==> src/rtl/pipe_opcode_sequencer.sv <==
// Pipeline opcode sequencer: IF/ID, ID/EX, EX/MEM, MEM/WB instruction tags,
// load-use bubble insertion, branch/jump flush, and halt latch with drain.
//
// Ports:
//   clk, rst         rising-edge clock, asynchronous active-high reset
//   InstrIF          fetched instruction {opcode, op1, op2, function code}
//   InstrValid       InstrIF is valid this cycle
//   Flush            taken branch/jump resolved in ID, squash IF/ID
//   Opcode{ID,EX,MEM,WB}  per-stage opcode stream
//   FunctionCodeWB   function code of the WB-stage instruction
//   Op1ID, Op2ID     register fields of the ID-stage instruction
//   DestEX           op1 field of the EX-stage instruction
//   PCWrite          PC may advance
//   IFIDWrite        IF/ID register may load
//   Stall            load-use bubble inserted this cycle
//   Halted, Drained  sticky halt latched / halt reached WB
module pipe_opcode_sequencer #(
    parameter logic [3:0] NOP_OP  = 4'b0000,
    parameter logic [3:0] HALT_OP = 4'b0011,
    parameter logic [3:0] LBU_OP  = 4'b0100,
    parameter logic [3:0] LW_OP   = 4'b0110
) (
    input  logic        clk,
    input  logic        rst,
    input  logic [15:0] InstrIF,
    input  logic        InstrValid,
    input  logic        Flush,
    output logic [3:0]  OpcodeID,
    output logic [3:0]  OpcodeEX,
    output logic [3:0]  OpcodeMEM,
    output logic [3:0]  OpcodeWB,
    output logic [3:0]  FunctionCodeWB,
    output logic [3:0]  Op1ID,
    output logic [3:0]  Op2ID,
    output logic [3:0]  DestEX,
    output logic        PCWrite,
    output logic        IFIDWrite,
    output logic        Stall,
    output logic        Halted,
    output logic        Drained
);

    // Field layout matches the instruction word so InstrIF maps directly.
    typedef struct packed {
        logic [3:0] op;
        logic [3:0] op1;
        logic [3:0] op2;
        logic [3:0] fc;
    } stage_t;

    typedef enum logic [1:0] {
        S_RUN,
        S_DRAIN,
        S_DONE
    } state_t;

    stage_t ifid_q, ifid_d;
    stage_t idex_q, idex_d;
    stage_t exmem_q, exmem_d;
    stage_t memwb_q, memwb_d;

    state_t     state_q;
    logic [1:0] cnt_q;
    logic       halted_q;
    logic       drained_q;

    logic       stall;
    logic       ld_ex;
    logic       dep;
    logic       halt_id;

    always_comb begin
        ld_ex = (idex_q.op == LBU_OP) || (idex_q.op == LW_OP);
        dep   = (idex_q.op1 == ifid_q.op1) ||
                (idex_q.op1 == ifid_q.op2);
        stall = ld_ex && dep && (ifid_q.op != NOP_OP);
        // A halt sitting behind a load-use hazard waits for the bubble.
        halt_id = (ifid_q.op == HALT_OP) && !stall;
    end

    always_comb begin
        ifid_d  = ifid_q;
        idex_d  = '0;
        exmem_d = idex_q;
        memwb_d = exmem_q;
        if (!stall) begin
            idex_d = ifid_q;
            if (halt_id || halted_q || Flush || !InstrValid) begin
                ifid_d = '0;
            end else begin
                ifid_d = stage_t'(InstrIF);
            end
        end
    end

    always_ff @(posedge clk or posedge rst) begin
        if (rst) begin
            ifid_q  <= '0;
            idex_q  <= '0;
            exmem_q <= '0;
            memwb_q <= '0;
        end else begin
            ifid_q  <= ifid_d;
            idex_q  <= idex_d;
            exmem_q <= exmem_d;
            memwb_q <= memwb_d;
        end
    end

    // Halt/drain controller. The counter runs from the cycle after the
    // latch; by count 2 the halt opcode sits in MEM/WB.
    always_ff @(posedge clk or posedge rst) begin
        if (rst) begin
            state_q   <= S_RUN;
            cnt_q     <= 2'd0;
            halted_q  <= 1'b0;
            drained_q <= 1'b0;
        end else begin
            unique case (state_q)
                S_RUN: begin
                    if (halt_id) begin
                        state_q  <= S_DRAIN;
                        halted_q <= 1'b1;
                        cnt_q    <= 2'd0;
                    end
                end
                S_DRAIN: begin
                    cnt_q <= cnt_q + 2'd1;
                    if (cnt_q == 2'd2 && memwb_q.op == HALT_OP) begin
                        state_q   <= S_DONE;
                        drained_q <= 1'b1;
                    end
                end
                S_DONE: begin
                    if (cnt_q != 2'd3) begin
                        cnt_q <= cnt_q + 2'd1;
                    end
                end
                default: begin
                    state_q <= S_RUN;
                end
            endcase
        end
    end

    assign OpcodeID       = ifid_q.op;
    assign Op1ID          = ifid_q.op1;
    assign Op2ID          = ifid_q.op2;
    assign OpcodeEX       = idex_q.op;
    assign DestEX         = idex_q.op1;
    assign OpcodeMEM      = exmem_q.op;
    assign OpcodeWB       = memwb_q.op;
    assign FunctionCodeWB = memwb_q.fc;
    assign Stall          = stall;
    assign Halted         = halted_q;
    assign Drained        = drained_q;
    assign PCWrite        = !stall && !halted_q;
    assign IFIDWrite      = !stall && !halted_q;

endmodule

==> config.mk <==
export PLATFORM = sky130hd
export DESIGN_NAME = pipe_opcode_sequencer
export DESIGN_NICKNAME = d
export VERILOG_FILES = /design/src/rtl/pipe_opcode_sequencer.sv
export SDC_FILE = /design/constraint.sdc
export NUM_CORES = 1
export LEC_CHECK = 0
export BUFFER_PORTS_ARGS = -buffer_cell sky130_fd_sc_hd__buf_2
export CORE_UTILIZATION = 30
export DETAILED_ROUTE_END_ITERATION = 7
export GPL_TIMING_DRIVEN = 0
export HOLD_SLACK_MARGIN = 0.05
export PLACE_DENSITY_LB_ADDON = 0.15
export SLEW_MARGIN = 20
export SYNTH_ARGS = -nofsm -noshare
export SYNTH_HDL_FRONTEND = slang
export SYNTH_SLANG_ARGS = --single-unit
export TNS_END_PERCENT = 20
==> constraint.sdc <==
create_clock -name clk -period 3.52 [get_ports clk]
set_input_delay 0.704 -clock clk [delete_from_list [all_inputs] [get_ports clk]]
set_output_delay 0.704 -clock clk [all_outputs]
set_load 0.02 [all_outputs]
# Yosys cells after proc, flatten, opt, wreduce, memory -nomap -nowiden
# Index checks and enable logic that the tools add are counted.
# op_classes
n_addsub	1
mul	0
n_div	0
magnitude_cmp	0
n_eq_ne	13
shifts	0
mux	8
bitwise	1
reduce_logical	20
# ops
cell	count
$mux 16	2
$pmux 2 s3	2
$eq 4x2->1 const B	2
$eq 4x3->1 const B	2
$eq 4x4->1	2
$mux 2	4
$ne 2x2->1 const B	4
$reduce_and 3->1	2
$logic_and 1x1->1	5
$logic_or 1x1->1	5
$eq 2x2->1 const B	2
$reduce_and 2->1	2
$reduce_bool 4->1	1
$logic_not 1->1	3
$reduce_bool 3->1	1
$add 2x1->2 const B	1
$eq 2x1->1 const B	1
$logic_not 2->1	1
$not 1->1	1
# totals
ff_bits	50
latchBits	0
mem_bits_rw	0
romBits	0
out_inout_bits	37
n_memories	0

# Logic depth before layout (Yosys ltp)
# Gate-level depths: netlist of run 1.
# logic_depth
ltp_word	10
ltp_mapped	7

# Least setup slack after synthesis of run 1
# OpenSTA, ideal clock, no wires.
# synth_timing
kind	reg-to-output
startpoint	register idex_q, in the netlist OpcodeEX[0]
endpoint	output port PCWrite
arrival_ps	1771
required_time_ps	2816
path_slack_ps	1045
stages_incl_launch_ff	6
n_path_buf	2
cell_sequence	dfrtp_1 -> or3b_2 -> a221oi_4 -> buf_6 -> nor2_1 -> buf_4
# synth_via
elab_chain_len	6
elab_cells_between_ends	7
# synth_lines
item	line	rtl
from (decl)	58	stage_t idex_q, idex_d;
from (signal assigned)	104	idex_q <= idex_d;
$eq 4x3->1	73	ld_ex = (idex_q.op == LBU_OP) || (idex_q.op == LW_OP);
$logic_or 1x1->1 (*)	73	
$logic_and 1x1->1 (*) (2 in series)	76	stall = ld_ex && dep && (ifid_q.op != NOP_OP);
net Stall	38	output logic Stall,
$logic_not 1->1 (*)	-	
$logic_and 1x1->1 (*)	-	
to (decl)	36	output logic PCWrite,
# The timed path passes the listed nets; every way through them passes the cells marked *.

# Worst setup path after layout of run 1
# layout_timing
startpoint	register ifid_q, in the netlist Op2ID[0]
endpoint	output port PCWrite
# layout_via
elab_chain_len	6
# layout_lines
item	line	rtl
from (decl)	57	stage_t ifid_q, ifid_d;
from (signal assigned)	103	ifid_q <= ifid_d;
$eq 4x4->1	75	(idex_q.op1 == ifid_q.op2);
$logic_or 1x1->1	74	dep = (idex_q.op1 == ifid_q.op1) ||
$logic_and 1x1->1 (2 in series)	76	
$logic_not 1->1	157	assign PCWrite = !stall && !halted_q;
$logic_and 1x1->1	157	
# Every way passes these cells.

==> impl_metrics.toml, run 1 <==
[synth]
yosys.area_share.xor_xnor = 0.0304
syn_nets = 228
synth_simple_gate_area_share = 0.144
synthMuxAreaShare = 0.00488
synthAdderAreaFrac = 0.0380
synth_top_family_by_area = "simple AND/OR/NAND/NOR gates"
synth_compound_area_frac = 0.125
ys_seq_area_frac = 0.542
synthCells = 201
post_synth.cell_area_avg_sq_um = 11.5
netlist_area_sq_um = 2310
ys_ff_latch = 50
synth_warnings = 0
yosysUniqueCellTypes = 33

[clock_network]
cts_htree_levels = 2
cts_resized = 0
path_clk_slew_ns = 0.10
clk_latency_ns = 0.30
root_buffer = "clkbuf_8"
cts_inserted_buffers = 5
clock_sinks = 50
cts_buffer_depth = 2
cts_setup_buffers = 0
ctsHoldBuffers = 0
cts_tree = "yes"

[place]
io_buffers = 56
post_dp_cell_area_sq_um = 2730
gp_congestion = 0.713
pre_cts_slack_ns = 0.771
place_hpwl_mm = 3.33

[finish]
n_antenna_cell = 0
drive_above_1_share = 0.447
seqCellArea_sq_um = 1250
nFillCells = 729
final_cell_mix = "57 x buf_2, 50 x dfrtp_1, 35 x nand2_1"
area_growth_pct = 23.6
final_core_util = 0.389
multi_input_area_sq_um = 791
layout_commonest_cell = "buf_2"
final_area_sq_um = 2850
fin_nets = 292

[sta]
fin_hold_ws_ns = 0.356
setup_viol = 0
tns_ns = 0
setup_ws_ns = 0.465
fin_worst_skew_ns = 0.00991
hold_viol = 0
worst_pin_slew_ns = 0.558
fin_crit_sh = 0.868
fmax_mhz = 327
max-slew-margin-rel = 0.628
slew_violations = 0
grt_setup_unrepaired = "false"
post-route-min-period_ns = 3.06

[status]
status = "completed"

[global_route]
antenna_found_initial = 1
grt_overflow = 0
grt_usage = 0.125
grt_pass1_vias = 1501
grt_pass1_wl_mm = 7.36
grt_max_degree = 33

[die]
die_w_um = 89.7
ios = 57
start_util = 0.315
die_area_sq_um = 8050
die_h_um = 89.7
coreArea_sq_um = 7330
rows = 31

[routing]
wl_met1_mm = 2.15
postRouteAntennaNets = 0
wl_met3_um = 256
drc_errors = 0
highest_layer = "met4"
routed_wl_mm = 4.56
drt_iter0_drc = 36
avgRoutedWirePerCell_um = 12.5
vias = 1515
firstDrtPassIters = 4
viasPerCell = 4.15
met2_length_mm = 2.07

[worst_setup_path]
crit_path_start_kind = "flip-flop"
crit_type = "reg2out"
crit_required_ns = 2.82
cp_data_arrival_time_ns = 2.35
worstSetupEndpointType = "output pin"
worstPathMaxFanout = 10

[power]
leakage_nw = 1.51
ir_worst_vdd_mv = 0.189
p_per_area_nw_per_um2 = 532

[flow_run]
max_cap_violations = 0

[min_path]
hp-class = "reg2reg"
==> layout make-up <==
class,count,share of cell area
flip-flops and latches,50,0.439
repair buffers,57,0.105
clock inverters,2,0.0136
clock buffers,6,0.0289
multi-input cells,114,0.277
well taps,99,0.0434
plain buffers,32,0.0864
inverters,5,0.00658
==> metal layers <==
layer | vias up | GRT usage
li1 | 771 | -
met1 | 699 | 0.166
met2 | 40 | 0.190
met3 | 5 | 0.0384
met4 | 0 | 0.0476
met5 | - | 0
==> worst paths after layout <==
kind	start	to	slack (ns)	cells after the start
setup reg to reg	OpcodeID[2]$_DFFE_PP0N_	state_q[0]$_DFFE_PP0P_	1.56	4
hold reg to reg	exmem_q[2]$_DFF_PP0_	FunctionCodeWB[2]$_DFF_PP0_	0.36	0
min in group asynchronous	rst	OpcodeWB[3]$_DFF_PP0_	0.40	2
setup / recovery	Op2ID[0]$_DFFE_PP0N_	PCWrite	0.46	7
max in group asynchronous	rst	OpcodeID[2]$_DFFE_PP0N_	2.61	3
hold / removal	exmem_q[2]$_DFF_PP0_	FunctionCodeWB[2]$_DFF_PP0_	0.36	0
==> cell families after synthesis <==
family / Yosys count
DFF: 50
and+or+nand+nor: 67
AOI/OAI and AO/OA: 31
xor gates and xnor gates: 8
buffers and inverters: 37
muxes: 1
adders and majority gates: 7
==> worst max-delay path: stages, from the launching register on <==
cell,delay [ns]
dfrtp_1,0.42
xnor2_1,0.22
nand4_2,0.22
a221oi_4,0.60
buf_6,0.23
nor2_1,0.07
buf_4,0.13
buf_2,0.15
==> where the power goes <==
part	total (mW)	internal [mW]	switching (mW)
Combinational	0.401	0.174	0.227
Clock	0.431	0.234	0.197
Sequential	0.685	0.634	0.0508
==> metrics by stage <==
| stage | cells | power, mW |
|---|---|---|
| final | 365 | 1.52 |
| after floorplan | 201 | 0.986 |
| after CTS | 365 | 1.55 |
| after global placement | 356 | 1.09 |
| after global routing | 365 | 1.61 |
| after detailed placement | 357 | 1.10 |
==> Yosys cell counts, drive strengths merged <==
cell,number,area [sq um]
a211o,1,8.76
a21o,3,22.5
a21oi,2,21.3
a221oi,1,26.3
a311o,2,20.0
a32o,1,10.0
and2b,6,45.0
and3,1,6.26
and4,1,8.76
buf,30,238
clkbuf,2,8.75
dfrtp,50,1250
ha,7,87.6
inv,5,18.8
mux2,1,11.3
nand2,35,131
nand2b,1,6.26
nand3,3,15.0
nand4,3,31.3
nor2,8,30.0
nor2b,6,37.5
nor4,2,12.5
o21ai,17,145
o311ai,2,17.5
o41ai,2,17.5
or3b,1,8.76
xnor2,8,70.1
No activity file was read; power rests on OpenSTA's default activity.
==> inputs of run 2 (changes only) <==
CELL_PAD_IN_SITES_DETAIL_PLACEMENT = 0   (was default)
CELL_PAD_IN_SITES_GLOBAL_PLACEMENT = 1   (was default)
==> run 2 against run 1 <==
  * Via count grew 0.59%
  * Non-clock buffer count is the same
  * Clock skew shrank 0.0020 ns
  * Combinational power is essentially flat
  * Critical endpoint unchanged
  * Sequential power is essentially flat
==> impl_metrics.toml, run 2 (same netlist as run 1, synthesis figures left out) <==
[worst_setup_path]
crit_required_ns = 2.82
worst-r2r-cell-count = 7
crit_type = "reg2out"
cpMaxStageDelayCell = "a221oi_4"
worstPathMaxFanout = 10
crit_family = "compound AO/OA/AOI/OAI gates"
worstSetupEndpointType = "output pin"
slowest_delay_ns = 0.58
cp_num_buf_inv = 3
crit_path_cell_trace = "xnor2_1, nand4_2, a221oi_4, buf_6, nor2_1, buf_4, buf_2"
crit_cells = 7
cp_data_arrival_time_ns = 2.31
crit_path_start_kind = "flip-flop"

[die]
die_area_sq_um = 8050
die_w_um = 89.7
start_util = 0.315
die_h_um = 89.7
ios = 57
coreArea_sq_um = 7330
rows = 31

[routing]
firstDrtPassIters = 4
postRouteAntennaNets = 0
drt_iter0_drc = 23
vias = 1524
drc_errors = 0
routed_wl_mm = 4.60
avgRoutedWirePerCell_um = 12.6
viasPerCell = 4.19

[global_route]
grt_pass1_vias = 1401
antenna_found_initial = 0
grt_usage = 0.121
grt_pass1_wl_mm = 7.12
grt_max_degree = 35
grt_overflow = 0

[clock_network]
cts_tree = "yes"
clock_sinks = 50
cts_setup_buffers = 0
cts_buffer_depth = 2
path_clk_slew_ns = 0.09
root_buffer = "clkbuf_8"
ctsHoldBuffers = 0
cts_resized = 0
clk_latency_ns = 0.30
cts_htree_levels = 2
cts_inserted_buffers = 5

[finish]
area_growth_pct = 22.0
final_cell_mix = "57 x buf_2, 50 x dfrtp_1, 35 x nand2_1"
n_antenna_cell = 0
fin_nets = 292
final_core_util = 0.384
drive_above_1_share = 0.445
layout_commonest_cell = "buf_2"

[status]
status = "completed"

[sta]
worst_pin_slew_ns = 0.536
post-route-min-period_ns = 3.01
hold_viol = 0
setup_viol = 0
fmax_mhz = 332
slew_violations = 0
fin_worst_skew_ns = 0.00794
fin_crit_sh = 0.855
tns_ns = 0
max-slew-margin-rel = 0.643
grt_setup_unrepaired = "false"

[power]
internal_power_mw = 0.946
leakage_nw = 1.49
p_per_area_nw_per_um2 = 502
combinationalPowerShare = 0.283
p_sw_frac = 0.330
ir_worst_vdd_mv = 0.160
clock_power_share = 0.232
seqPwrFrac = 0.485
p_switching_mw = 0.466

[flow_run]
max_cap_violations = 0

[place]
place_hpwl_mm = 3.34
gp_congestion = 0.705
io_buffers = 56

[min_path]
hold_depth = 0
hp-class = "reg2reg"
[run 2: cell count changes in the layout (fill, tap and decap cells not counted)]
| cell | previous run | this run |
|---|---|---|
| clkbuf_8 | 6 | 5 |
| bufinv_16 | 1 | 0 |
| clkinv_2 | 0 | 1 |
[run 2: area by class of cell]
cell class                 count  area [sq um]
clock buffer                   5          68.8
buffer                        32           246
fill                         750          4520
multi-input combinational    114           791
tap                           99           124
timing repair buffer          57           300
sequential                    50          1250
inverter                       5          18.8
clock inverter                 2          13.8
[run 2: worst reg2reg max path, stage by stage (launching register included)]
cell	delay, ns
dfrtp_1	0.42
nor2_1	0.25
nand3_1	0.34
and3_1	0.31
clkbuf_2	0.18
buf_2	0.22
nand2_1	0.10
o21ai_2	0.05
[run 2: final timing paths]
path	startpoint	endpoint	slack, ns
setup / recovery	Op2ID[2]$_DFFE_PP0N_	PCWrite	0.51
hold / removal	exmem_q[3]$_DFF_PP0_	FunctionCodeWB[3]$_DFF_PP0_	0.36
setup reg to reg	OpcodeID[2]$_DFFE_PP0N_	OpcodeID[0]$_DFFE_PP0N_	1.56
hold reg to reg	exmem_q[3]$_DFF_PP0_	FunctionCodeWB[3]$_DFF_PP0_	0.36
max in group asynchronous	rst	OpcodeEX[2]$_DFF_PP0_	2.65
min in group asynchronous	rst	OpcodeMEM[2]$_DFF_PP0_	0.37
[run 2: stage by stage]
stage,power (mW),hold WS [ns],instances,instance area [sq um],worst slack [ns]
2_1_floorplan,0.986,0.331,201,2310,1.04
3_3_place_gp,1.10,0.336,356,2710,0.794
3_5_place_dp,1.10,0.339,357,2730,0.793
6_report,1.41,0.357,364,2810,0.509
5_1_grt,1.51,0.367,364,2810,0.311
4_1_cts,1.44,0.362,364,2810,0.450
[run 2: power groups by stage]
stage,Combinational (mW),Clock [mW],Sequential (mW)
after floorplan,0.286,0,0.700
after global placement,0.399,0,0.697
after detailed placement,0.405,0,0.698
after CTS,0.406,0.345,0.686
after global routing,0.445,0.365,0.696
final,0.400,0.328,0.685
[run 2: metal layers]
| metal | vias to the layer above | share of wire | GRT usage |
|---|---|---|---|
| met4 | 0 | 0.012 | 0.0390 |
| met2 | 30 | 0.46 | 0.184 |
| met5 | - | 0 | 0 |
| met3 | 7 | 0.035 | 0.0302 |
| met1 | 714 | 0.49 | 0.169 |
| li1 | 773 | - | - |
==> inputs of run 3 (changes only) <==
CORE_ASPECT_RATIO = 1.4   (was default)
CTS_CLUSTER_SIZE = 8   (was default)
==> run 3 against run 2 <==
  * Final cell count fell by 0.27%
  * Critical path type unchanged
  * Critical path depth stayed put
  * Sequential share of layout area down 0.62 points
  * Clock skew fell by 0.0037 ns
  * Worst setup slack got worse by 0.016 ns
  * Combinational power barely moved
  * Register-to-register slack about the same
==> impl_metrics.toml, run 3 (same netlist as run 1, synthesis figures left out) <==
[finish]
layout_commonest_cell = "buf_2"
area_growth_pct = 23.7
drive_above_1_share = 0.447
fin_nets = 292
final_cell_mix = "57 x buf_2, 50 x dfrtp_1, 35 x nand2_1"
nFillCells = 782
n_antenna_cell = 0
final_area_sq_um = 2850

[place]
post_dp_cell_area_sq_um = 2740
place_hpwl_mm = 3.42
gp_congestion = 0.708
io_buffers = 56

[sta]
fin_crit_sh = 0.860
post-route-min-period_ns = 3.03
fin_worst_skew_ns = 0.00427
hold_viol = 0
max-slew-margin-rel = 0.535
worst_pin_slew_ns = 0.696
tns_ns = 0
setup_viol = 0
fmax_mhz = 330
grt_setup_unrepaired = "false"
slew_violations = 0

[min_path]
hp-class = "reg2reg"
min_to = "exmem_q[2]$_DFF_PP0_"
hold_depth = 0
holdCritStartpoint = "exmem_d[2]$_DFF_PP0_"

[die]
ios = 57
rows = 37
die_w_um = 76.1
die_area_sq_um = 8050
coreArea_sq_um = 7410
start_util = 0.311
die_h_um = 106

[power]
p_per_area_nw_per_um2 = 528
leakage_nw = 1.50
ir_worst_vdd_mv = 0.201

[clock_network]
clk_latency_ns = 0.30
cts_htree_levels = 2
root_buffer = "clkbuf_8"
cts_inserted_buffers = 5
path_clk_slew_ns = 0.10
cts_tree = "yes"
cts_resized = 0
cts_buffer_depth = 2
ctsHoldBuffers = 0
cts_setup_buffers = 0
clock_sinks = 50

[global_route]
grt_overflow = 0
grt_pass1_vias = 1514
grt_usage = 0.120
grt_max_degree = 32
grt_pass1_wl_mm = 7.56
antenna_found_initial = 0

[worst_setup_path]
r2r_slack_ns = 1.55
regToRegStartpoint = "OpcodeID[2]$_DFFE_PP0N_"
crit_required_ns = 2.82
crit_type = "reg2out"
worstSetupEndpointType = "output pin"
worst-r2r-cell-count = 4
worstPathMaxFanout = 10
reg2reg_to = "state_q[0]$_DFFE_PP0P_"
cp_data_arrival_time_ns = 2.32
crit_path_start_kind = "flip-flop"

[routing]
drt_iter0_drc = 71
vias = 1548
drc_errors = 0
viasPerCell = 4.26
routed_wl_mm = 4.61
firstDrtPassIters = 4
postRouteAntennaNets = 0
avgRoutedWirePerCell_um = 12.7

[status]
status = "completed"

[flow_run]
max_cap_violations = 0
run 3: changes by cell type in the layout (fill, tap and decap cells not counted), sizes merged:
cell and delta:
bufinv +1, clkinv -1, clkinvlp +1
run 3: critical path, cell delays in order, from the launching register on:
cell and delay, ns:
dfrtp_1 0.43, xnor2_1 0.24, nand4_2 0.21, a221oi_4 0.58
buf_6 0.23, nor2_1 0.06, buf_4 0.12, buf_2 0.14
run 3: power by group:
group          internal [mW]  total (mW)  switching [mW]
registers              0.634       0.684          0.0500
clock network          0.217       0.422           0.206
logic                  0.176       0.400           0.224
run 3: metrics by stage:
stage | hold slack, ns | std cells | setup WS, ns | total power [mW] | utilization
6_report | 0.355 | 363 | 0.493 | 1.51 | 0.385
5_1_grt | 0.360 | 363 | 0.351 | 1.59 | 0.385
4_1_cts | 0.358 | 363 | 0.456 | 1.53 | 0.385
3_5_place_dp | 0.335 | 355 | 0.817 | 1.10 | 0.369
3_3_place_gp | 0.333 | 354 | 0.821 | 1.09 | 0.366
2_1_floorplan | 0.331 | 201 | 1.04 | 0.986 | -
run 3: worst max-delay path by stage:
stage                     slack (ns)       to                  start
final                           0.49  PCWrite   Op1ID[2]$_DFFE_PP0N_
after global routing            0.35  PCWrite   Op2ID[0]$_DFFE_PP0N_
after CTS                       0.46  PCWrite   Op2ID[0]$_DFFE_PP0N_
after detailed placement        0.82  PCWrite   Op2ID[0]$_DFFE_PP0N_
after global placement          0.82  PCWrite   Op2ID[0]$_DFFE_PP0N_
after floorplan                 1.04  PCWrite  OpcodeEX[0]$_DFF_PP0_
run 3: cell type report:
class,count,area (sq um),share of cell area
clock buffers,5,68.8,0.0241
repair buffers,57,308,0.108
well taps,97,121,0.0425
clock inverters,3,48.8,0.0171
flip-flops and latches,50,1250,0.438
inverters,5,18.8,0.00658
plain buffers,32,246,0.0864
multi-input cells,114,791,0.277
run 3: layer usage:
layer  track usage  up-vias  share of wire
met5             0        -              0
li1              -      776              -
met2         0.205       41           0.51
met4        0.0412        0          0.012
met1         0.149      727           0.44
met3        0.0260        4          0.040
